==> config.mk <==
export PLATFORM = sky130hd
export DESIGN_NAME = seg7_scan_driver
export DESIGN_NICKNAME = d
export VERILOG_FILES = /design/src/rtl/seg7_pkg.sv /design/src/rtl/seg7_hex_font.sv /design/src/rtl/seg7_scan_driver.sv
export SDC_FILE = /design/constraint.sdc
export NUM_CORES = 1
export LEC_CHECK = 0
export BUFFER_PORTS_ARGS = -buffer_cell sky130_fd_sc_hd__buf_2
export CORE_MARGIN = 2
export CORE_UTILIZATION = 57
export CTS_CLUSTER_SIZE = 24
export DETAILED_ROUTE_END_ITERATION = 7
export PLACE_DENSITY = 0.82
export REMOVE_ABC_BUFFERS = 1
export SKIP_LAST_GASP = 1
export SLEW_MARGIN = 20
export SYNTH_ARGS = -nofsm -noshare
export SYNTH_HDL_FRONTEND = slang
export SYNTH_SLANG_ARGS = --single-unit
==> constraint.sdc <==
create_clock -name clk -period 2.4 [get_ports clk]
set_input_delay 0.12 -clock clk [delete_from_list [all_inputs] [get_ports clk]]
set_output_delay 0.12 -clock clk [all_outputs]
set_load 0.02 [all_outputs]
==> src/rtl/seg7_pkg.sv <==
// Shared constants for the seven-segment scan driver: blank pattern, hex font and
// scan state encoding.
package seg7_pkg;

    localparam logic [6:0] SEG_OFF = 7'h7F;

    typedef enum logic {
        ST_BLANK = 1'b0,
        ST_ON    = 1'b1
    } scan_state_e;

    // Active-low {g,f,e,d,c,b,a} pattern for one hex nibble.
    function automatic logic [6:0] hex_font(input logic [3:0] nibble);
        logic [6:0] seg;
        seg = SEG_OFF;
        case (nibble)
            4'h0: seg = 7'h40;
            4'h1: seg = 7'h79;
            4'h2: seg = 7'h24;
            4'h3: seg = 7'h30;
            4'h4: seg = 7'h19;
            4'h5: seg = 7'h12;
            4'h6: seg = 7'h02;
            4'h7: seg = 7'h78;
            4'h8: seg = 7'h00;
            4'h9: seg = 7'h10;
            4'hA: seg = 7'h08;
            4'hB: seg = 7'h03;
            4'hC: seg = 7'h46;
            4'hD: seg = 7'h21;
            4'hE: seg = 7'h06;
            default: seg = 7'h0E;
        endcase
        return seg;
    endfunction

endpackage

==> src/rtl/seg7_hex_font.sv <==
// Combinational nibble to active-low segment decoder.
module seg7_hex_font
    import seg7_pkg::*;
(
    input  logic [3:0] nibble_i,
    output logic [6:0] seg_o
);

    assign seg_o = hex_font(nibble_i);

endmodule

==> src/rtl/seg7_scan_driver.sv <==
// Time-multiplexed common-anode seven-segment driver with dead time and a
// double-buffered frame. Define SEG7_LZ_BLANK_EN for leading-zero suppression.
module seg7_scan_driver
    import seg7_pkg::*;
#(
    parameter int DIGITS       = 8,
    parameter int DIV          = 16,
    parameter int BLANK_CYCLES = 2
) (
    input  logic                  clk,
    input  logic                  rst_n,
    input  logic [4*DIGITS-1:0]   data_in,
    input  logic [DIGITS-1:0]     dp_in,
    input  logic [DIGITS-1:0]     digit_en,
    input  logic                  load,
    output logic [DIGITS-1:0]     an,
    output logic [6:0]            seg,
    output logic                  dp,
    output logic                  frame_done,
    output logic                  scan_state_o
);

    localparam int CW = (DIV > 1) ? $clog2(DIV) : 1;
    localparam int IW = (DIGITS > 1) ? $clog2(DIGITS) : 1;
    localparam logic [CW-1:0] CNT_LAST = CW'(DIV - 1);
    localparam logic [IW-1:0] IDX_LAST = IW'(DIGITS - 1);
    localparam scan_state_e ST_RESET = (BLANK_CYCLES > 0) ? ST_BLANK : ST_ON;

    logic [CW-1:0]          cnt_q, cnt_d;
    logic [IW-1:0]          idx_q, idx_d;
    scan_state_e            state_q, state_d;
    logic                   frame_end;
    logic [4*DIGITS-1:0]    shadow_q, disp_q;
    logic [DIGITS-1:0]      shadow_dp_q, disp_dp_q;
    logic                   pending_q;
    logic [DIGITS-1:0]      lz_mask;
    logic [3:0]             cur_nibble;
    logic [6:0]             font_seg;
    logic                   lit;
    logic [DIGITS-1:0]      an_q, an_d;
    logic [6:0]             seg_q, seg_d;
    logic                   dp_q, dp_d;
    logic                   frame_done_q;

    // The state register tracks the slot counter: it is BLANK while cnt < BLANK_CYCLES.
    always_comb begin
        cnt_d     = cnt_q + CW'(1);
        idx_d     = idx_q;
        frame_end = 1'b0;
        if (cnt_q == CNT_LAST) begin
            cnt_d     = '0;
            idx_d     = (idx_q == IDX_LAST) ? '0 : idx_q + IW'(1);
            frame_end = (idx_q == IDX_LAST);
        end
        state_d = (int'(cnt_d) < BLANK_CYCLES) ? ST_BLANK : ST_ON;
    end

`ifdef SEG7_LZ_BLANK_EN
    always_comb begin
        logic still_zero;
        lz_mask    = '0;
        still_zero = 1'b1;
        for (int i = DIGITS - 1; i >= 1; i--) begin
            if (still_zero && disp_q[4*i +: 4] == 4'h0 && !disp_dp_q[i]) begin
                lz_mask[i] = 1'b1;
            end else begin
                still_zero = 1'b0;
            end
        end
    end
`else
    assign lz_mask = '0;
`endif

    assign cur_nibble = disp_q[{idx_q, 2'b00} +: 4];

    seg7_hex_font u_font (
        .nibble_i (cur_nibble),
        .seg_o    (font_seg)
    );

    always_comb begin
        lit  = (state_q == ST_ON) && digit_en[idx_q] && !lz_mask[idx_q];
        an_d = '1;
        seg_d = SEG_OFF;
        dp_d  = 1'b1;
        if (lit) begin
            an_d[idx_q] = 1'b0;
            seg_d       = font_seg;
            dp_d        = ~disp_dp_q[idx_q];
        end
    end

    always_ff @(posedge clk or negedge rst_n) begin
        if (!rst_n) begin
            cnt_q        <= '0;
            idx_q        <= '0;
            state_q      <= ST_RESET;
            an_q         <= '1;
            seg_q        <= SEG_OFF;
            dp_q         <= 1'b1;
            frame_done_q <= 1'b0;
        end else begin
            cnt_q        <= cnt_d;
            idx_q        <= idx_d;
            state_q      <= state_d;
            an_q         <= an_d;
            seg_q        <= seg_d;
            dp_q         <= dp_d;
            frame_done_q <= frame_end;
        end
    end

    // Display regs change only at the frame boundary (the cycle whose registered
    // pulse is frame_done); a load landing exactly there goes straight to display.
    always_ff @(posedge clk or negedge rst_n) begin
        if (!rst_n) begin
            shadow_q    <= '0;
            shadow_dp_q <= '0;
            disp_q      <= '0;
            disp_dp_q   <= '0;
            pending_q   <= 1'b0;
        end else begin
            if (load) begin
                shadow_q    <= data_in;
                shadow_dp_q <= dp_in;
            end
            if (frame_end) begin
                pending_q <= 1'b0;
                if (load) begin
                    disp_q    <= data_in;
                    disp_dp_q <= dp_in;
                end else if (pending_q) begin
                    disp_q    <= shadow_q;
                    disp_dp_q <= shadow_dp_q;
                end
            end else if (load) begin
                pending_q <= 1'b1;
            end
        end
    end

    assign an           = an_q;
    assign seg          = seg_q;
    assign dp           = dp_q;
    assign frame_done   = frame_done_q;
    assign scan_state_o = state_q;

endmodule

---- Word-level counts from Yosys, hierarchy flattened ----
Memory sizes are Yosys's and may differ from the RTL's.
Index checks and enable logic that the tools add are counted.
storage, ports and cells
  memory bits (read-only) ................. 120
  memories ................................ 2
  bits in latches ......................... 0
  word-level logic and storage cells ...... 51
  bits in writable memories ............... 0
  register bits ........................... 106
memory list
  memory            depth  width  rd ports  clocked after Yosys merged registers in  wr ports  line                    source
  (name not given)  16     7      1         0                                        0         seg7_pkg.sv:16          case (nibble)
  (name not given)  8      1      1         0                                        0         seg7_scan_driver.sv:83  lit = (state_q == ST_ON) && digit_en[idx_q] && !lz_mask[idx_q];
operators by class
  $lt $le $gt $ge ......................... 3
  shift-type cells ........................ 1
  reduce and logical (&&, ||, !) cells .... 7
  divide/modulo/power cells ............... 0
  bitwise logic cells ..................... 2
  $add $sub $neg .......................... 2
  muxes and demuxes ....................... 20
  multiply operators ...................... 0
  eq/ne operators ......................... 2
operators with widths
  kind                                                                    count
  32-bit two-way mux                                                      2
  32-bit by 6-bit indexed part select with 4-bit output                   1
  8-bit two-way mux                                                       3
  1-bit two-way mux                                                       9
  8-bit NOT                                                               1
  7-bit two-way mux                                                       1
  1-bit binary-select mux with 3-bit select                               2
  4-bit by 1-bit adder with 4-bit output (second input constant)          1
  4-bit == test (second input constant)                                   1
  3-bit by 4-bit < comparator with 1-bit output (second input constant)   1
  4-bit by 2-bit < comparator with 1-bit output (second input constant)   1
  4-bit two-way mux                                                       1
  2-bit nonzero test                                                      2
  3-bit by 1-bit adder with 3-bit output (second input constant)          1
  1-bit demux with 3-bit select                                           1
  3-bit == test (second input constant)                                   1
  3-bit by 1-bit >= comparator with 1-bit output (second input constant)  1
  1-bit logical AND                                                       3
  3-bit two-way mux                                                       1
  2-bit AND reduction                                                     1
  1-bit logical NOT                                                       1
  1-bit NOT                                                               1

---- Longest topological paths before layout ----
  depth in word-level cells ............... 6
  depth in mapped cells ................... 11

---- Cells and area by module ----
Synthesis repeated with hierarchy kept, for this count alone.
unflattened totals
  cells, all modules ...................... 328
  area total of the unflattened synthesis .. 4708.3 sq um
modules (own cells, without submodules)
  module            seq. area each (sq um)  area each (sq um)  cells each  times used
  seg7_scan_driver  2672.6                  4455.5             297         1
  seg7_hex_font     0.0                     252.7              31          1

---- Worst setup path before layout ----
OpenSTA, ideal clock, no wires.
  kind .................................... reg-to-reg
  start ................................... register idx_q[0]
  end ..................................... register seg_q[0], in the netlist seg[0]
  stages on the path, launching flop included .. 9
  arrival time ............................ 2170 ps
  path slack .............................. 144 ps
  data required time ...................... 2314 ps
  setup time .............................. 86 ps
  path through ............................ dfrtp_1 buf_6 mux2_4 and3_1 nor4b_2 inv_1 ha_1 a211oi_1 o31ai_2
between the ends
  longest elaborated chain between the ends .. 5
  elaborated cells on any way between the ends .. 10
ends and longest elaborated chain
  what                                                                            line                     source
  from (decl)                                                                     seg7_scan_driver.sv:30   logic [IW-1:0] idx_q, idx_d;
  from (signal assigned)                                                          seg7_scan_driver.sv:105  idx_q <= idx_d;
  parallel branches: the longest is 4 deep, another holds memory read 16 x 7 bit  --
  7-bit two-way mux *                                                             seg7_scan_driver.sv:87   if (lit) begin
  named net seg_d[0]                                                              seg7_scan_driver.sv:41   logic [6:0] seg_q, seg_d;
  to (signal assigned)                                                            seg7_scan_driver.sv:108  seg_q <= seg_d;
  to (decl)                                                                       seg7_scan_driver.sv:41
Mark *: on every way through the listed nets, which the timed path passes. The select of a mux whose other input is x is not followed.
A chain may end at the register's enable or synchronous reset.

---- Worst setup path in the final report ----
Ends and elaborated chain as after synthesis.

==> impl_metrics.toml <==
[floorplan]
die_w_um = 94.3
dieArea_sq_um = 8890
core_sq_um = 7810
io_pins = 69
rows = 32
start_util_pct = 59.5
die_y_um = 94.3

[global_routing]
grt_max_degree = 68
antenna_found_initial = 0
grtUsageTotal_pct = 22.0
grt_pass1_wl_um = 14600
grt_pass1_vias = 3040
grt-ovfl-total = 0

[timing]
skew_ns = 0.0147
drv_slew = 0
hold_viol_final = 0
setup_viol = 0
slew_headroom_pct = 66.0
post-route-period-util_pct = 95.4
fin_crit_ns = 2.29
grt_setup_unrepaired = "no"
fmax_mhz = 437
setup_tns_ns = 0
hold_slack_ns = 0.00518
tightestPinTransition_ns = 0.510

[cells_and_area]
ff_latch_area_sq_um = 2670
antennaDiodeCount = 0
instances_no_fill = 536
multi_input_area_sq_um = 1870
areaGrowthSynthToFinish_pct = 23.7
nFillCells = 506
drive_gt1_share_pct = 49.1
final_design_area_no_fill_sq_um = 5750
fin_nets = 489

[place]
hpwl_um = 6060
io_buffers = 68
placed_area_sq_um = 5160
place_congestion = 0.787
dp_cells = 489

[worst_setup_path]
slowest_stage = "dfrtp_2"
worstSetupPathType = "flop to flop"
crit_fanout = 5
cp_slowest_stage_delay_ns = 0.46
end_kind = "flop"
r2r_cells = 7
r2r_end = "seg[0]"
r2r_setup_slack_ns = 0.11
cp.arrival_ns = 2.59
crit_chain = "mux2_4 -> and3_1 -> nor4b_4 -> inv_1 -> ha_1 -> a211oi_1 -> o31ai_2"
rr_startpoint = "idx_q[0]"
cp_data_required_time_ns = 2.70
worstSetupStartpointType = "flop"

[logic_synthesis]
yosys_warnings = 0
ys_ff_latch = 106
ys_async_sr_fraction_pct = 100
synth-seq-area-share_pct = 57.5
synth-edff-count = 0
synth_ff_type = "dfrtp_1"
avgSynthCellArea_sq_um = 14.5
synth.distinct_cells = 40
syn_area_sq_um = 4650
syn_inst = 320

[pwr]
power_density_nw_per_um2 = 608
power_uw = 3490
p_leak_uw = 0.00270
ir_worst_vdd_mv = 0.441

[min_path]
worst_hold_path_type = "input port to flop"
min_from = "data_in[1]"
hold_depth = 2
min_to = "shadow_q[1]"

[route]
drc = 0
dr.max_layer_used = "met4"
dr_wl_met3_um = 395
wl_met2_um = 4440
firstDrtPassIters = 4
drt-met1-wl_um = 3780
totalWireLength_um = 8900
drtIter0Drc = 158
via_per_inst = 5.44
ant_nets = 0
vias = 2915
wl_per_cell_um = 16.6

[clocking]
cts_buffer_depth = 2
htree_levels = 3
path_clk_slew_ns = 0.09
cts_buffers = 9
cts_tree = "yes"
worstSkewPairLatency_ns = 0.38
cts-root-buf = "clkbuf_8"
clock-sinks = 106

[outcome]
outcome = "completed"

[job]
maxCapViolCount = 0
-- registers in the layout (all words and copies together), names as in the netlist, 3 cells and up --
register     cells
seg              7
an               8
shadow_dp_q      8
idx_q            3
shadow_q        32
cnt_q            4
disp_dp_q        8
disp_q          32
-- report_power, final --
| part | internal (uW) | switching [uW] | total, uW |
|---|---|---|---|
| Combinational | 130 | 103 | 233 |
| Sequential | 1850 | 17.2 | 1870 |
| Clock | 797 | 595 | 1390 |
| Total | 2780 | 715 | 3490 |
-- cell usage after synthesis, types with 2 or more instances --
| cell | number | share of area (%) |
|---|---|---|
| dfrtp_1 | 90 | 48 |
| mux2_2 | 77 | 19 |
| nand2_1 | 18 | 1.5 |
| dfstp_2 | 16 | 9.0 |
| mux2i_1 | 10 | 2.2 |
| ha_1 | 9 | 2.4 |
| mux4_2 | 8 | 3.9 |
| nor2_1 | 8 | 0.65 |
| buf_2 | 7 | 0.75 |
| mux2_1 | 7 | 1.7 |
| nand3_1 | 7 | 0.75 |
| inv_1 | 6 | 0.48 |
| a21oi_1 | 5 | 0.54 |
| nand2b_1 | 5 | 0.67 |
| buf_1 | 4 | 0.32 |
| mux2_4 | 4 | 1.3 |
| o21ai_0 | 4 | 0.43 |
| nor2b_1 | 3 | 0.40 |
| o221ai_1 | 3 | 0.57 |
| a211oi_1 | 2 | 0.32 |
| a21o_1 | 2 | 0.32 |
| and2_1 | 2 | 0.27 |
| and3_1 | 2 | 0.27 |
| buf_6 | 2 | 0.48 |
| nor3_1 | 2 | 0.22 |
| o32ai_1 | 2 | 0.38 |
| or3b_2 | 2 | 0.38 |
-- metrics by stage --
step / utilization [%] / worst slack (ns)
2_1_floorplan: - / -1.47
3_3_place_gp: 66.1 / 0.113
3_5_place_dp: 66.1 / -0.0135
4_1_cts: 72.7 / 0.0974
5_1_grt: 73.6 / 0.0154
6_report: 73.6 / 0.111
-- worst max path at each step --
stage              from            to  slack, ns  cells past startpoint
3_3_place_gp   idx_q[0]        seg[0]       0.11                      7
3_5_place_dp   idx_q[0]        seg[3]      -0.01                      7
4_1_cts        idx_q[0]        seg[3]        0.1                      7
5_1_grt        idx_q[1]    disp_q[15]       0.02                      7
6_report       idx_q[0]        seg[0]       0.11                      7
2_1_floorplan  idx_q[0]  disp_dp_q[0]      -1.47                      5
-- area by class of cell --
type	count	share of cell area, %
flip-flops and latches	106	46.5
multi-input cells	192	32.5
repair buffers	114	13.8
clock inverters	7	2.46
well taps	102	2.22
clock buffers	9	2.15
inverters	6	0.392
-- cells by family after synthesis --
family                     after synthesis  synth area share (%)
muxes                                  106                  27.7
DFF                                    106                  57.5
and+or+nand+nor                         53                  5.79
AOI/OAI and AO/OA                       23                  3.77
buffers and inverters                   22                  2.61
adders and majority gates                9                  2.42
xor gates and xnor gates                 1                 0.189
-- layout by cell type, fill, tap and decap left out, types with 9 or more instances in the layout --
master,instances
dfrtp_1,89
mux2_2,77
buf_2,67
dlygate4sd3_1,31
nand2_1,18
dfstp_2,16
buf_4,14
mux2i_1,10
ha_1,9
clkbuf_8,9
-- routing by layer --
layer | track usage [%] | vias up
li1 | - | 1361
met1 | 28.4 | 1450
met2 | 36.2 | 79
met3 | 4.09 | 25
met4 | 10.6 | 0
met5 | 0 | -
-- critical path, delay by kind of cell (launching register included) --
| family | cells | cell delay [ns] |
|---|---|---|
| AO/OA/AOI/OAI | 2 | 0.42 |
| adder cells (fa/ha/maj) | 1 | 0.28 |
| multiplexers | 1 | 0.31 |
| flip-flops | 1 | 0.46 |
| AND/OR/NAND/NOR | 2 | 0.60 |
| buffers and inverters | 1 | 0.16 |
-- timing repair --
item	4_1_cts	5_1_grt
hold buffers	24	7
resized for setup	1	2
endpoints found under the hold margin	62	7
buffers inserted	0	0
setup endpoints to repair	2	18
No activity file was read; power rests on OpenSTA's default activity.
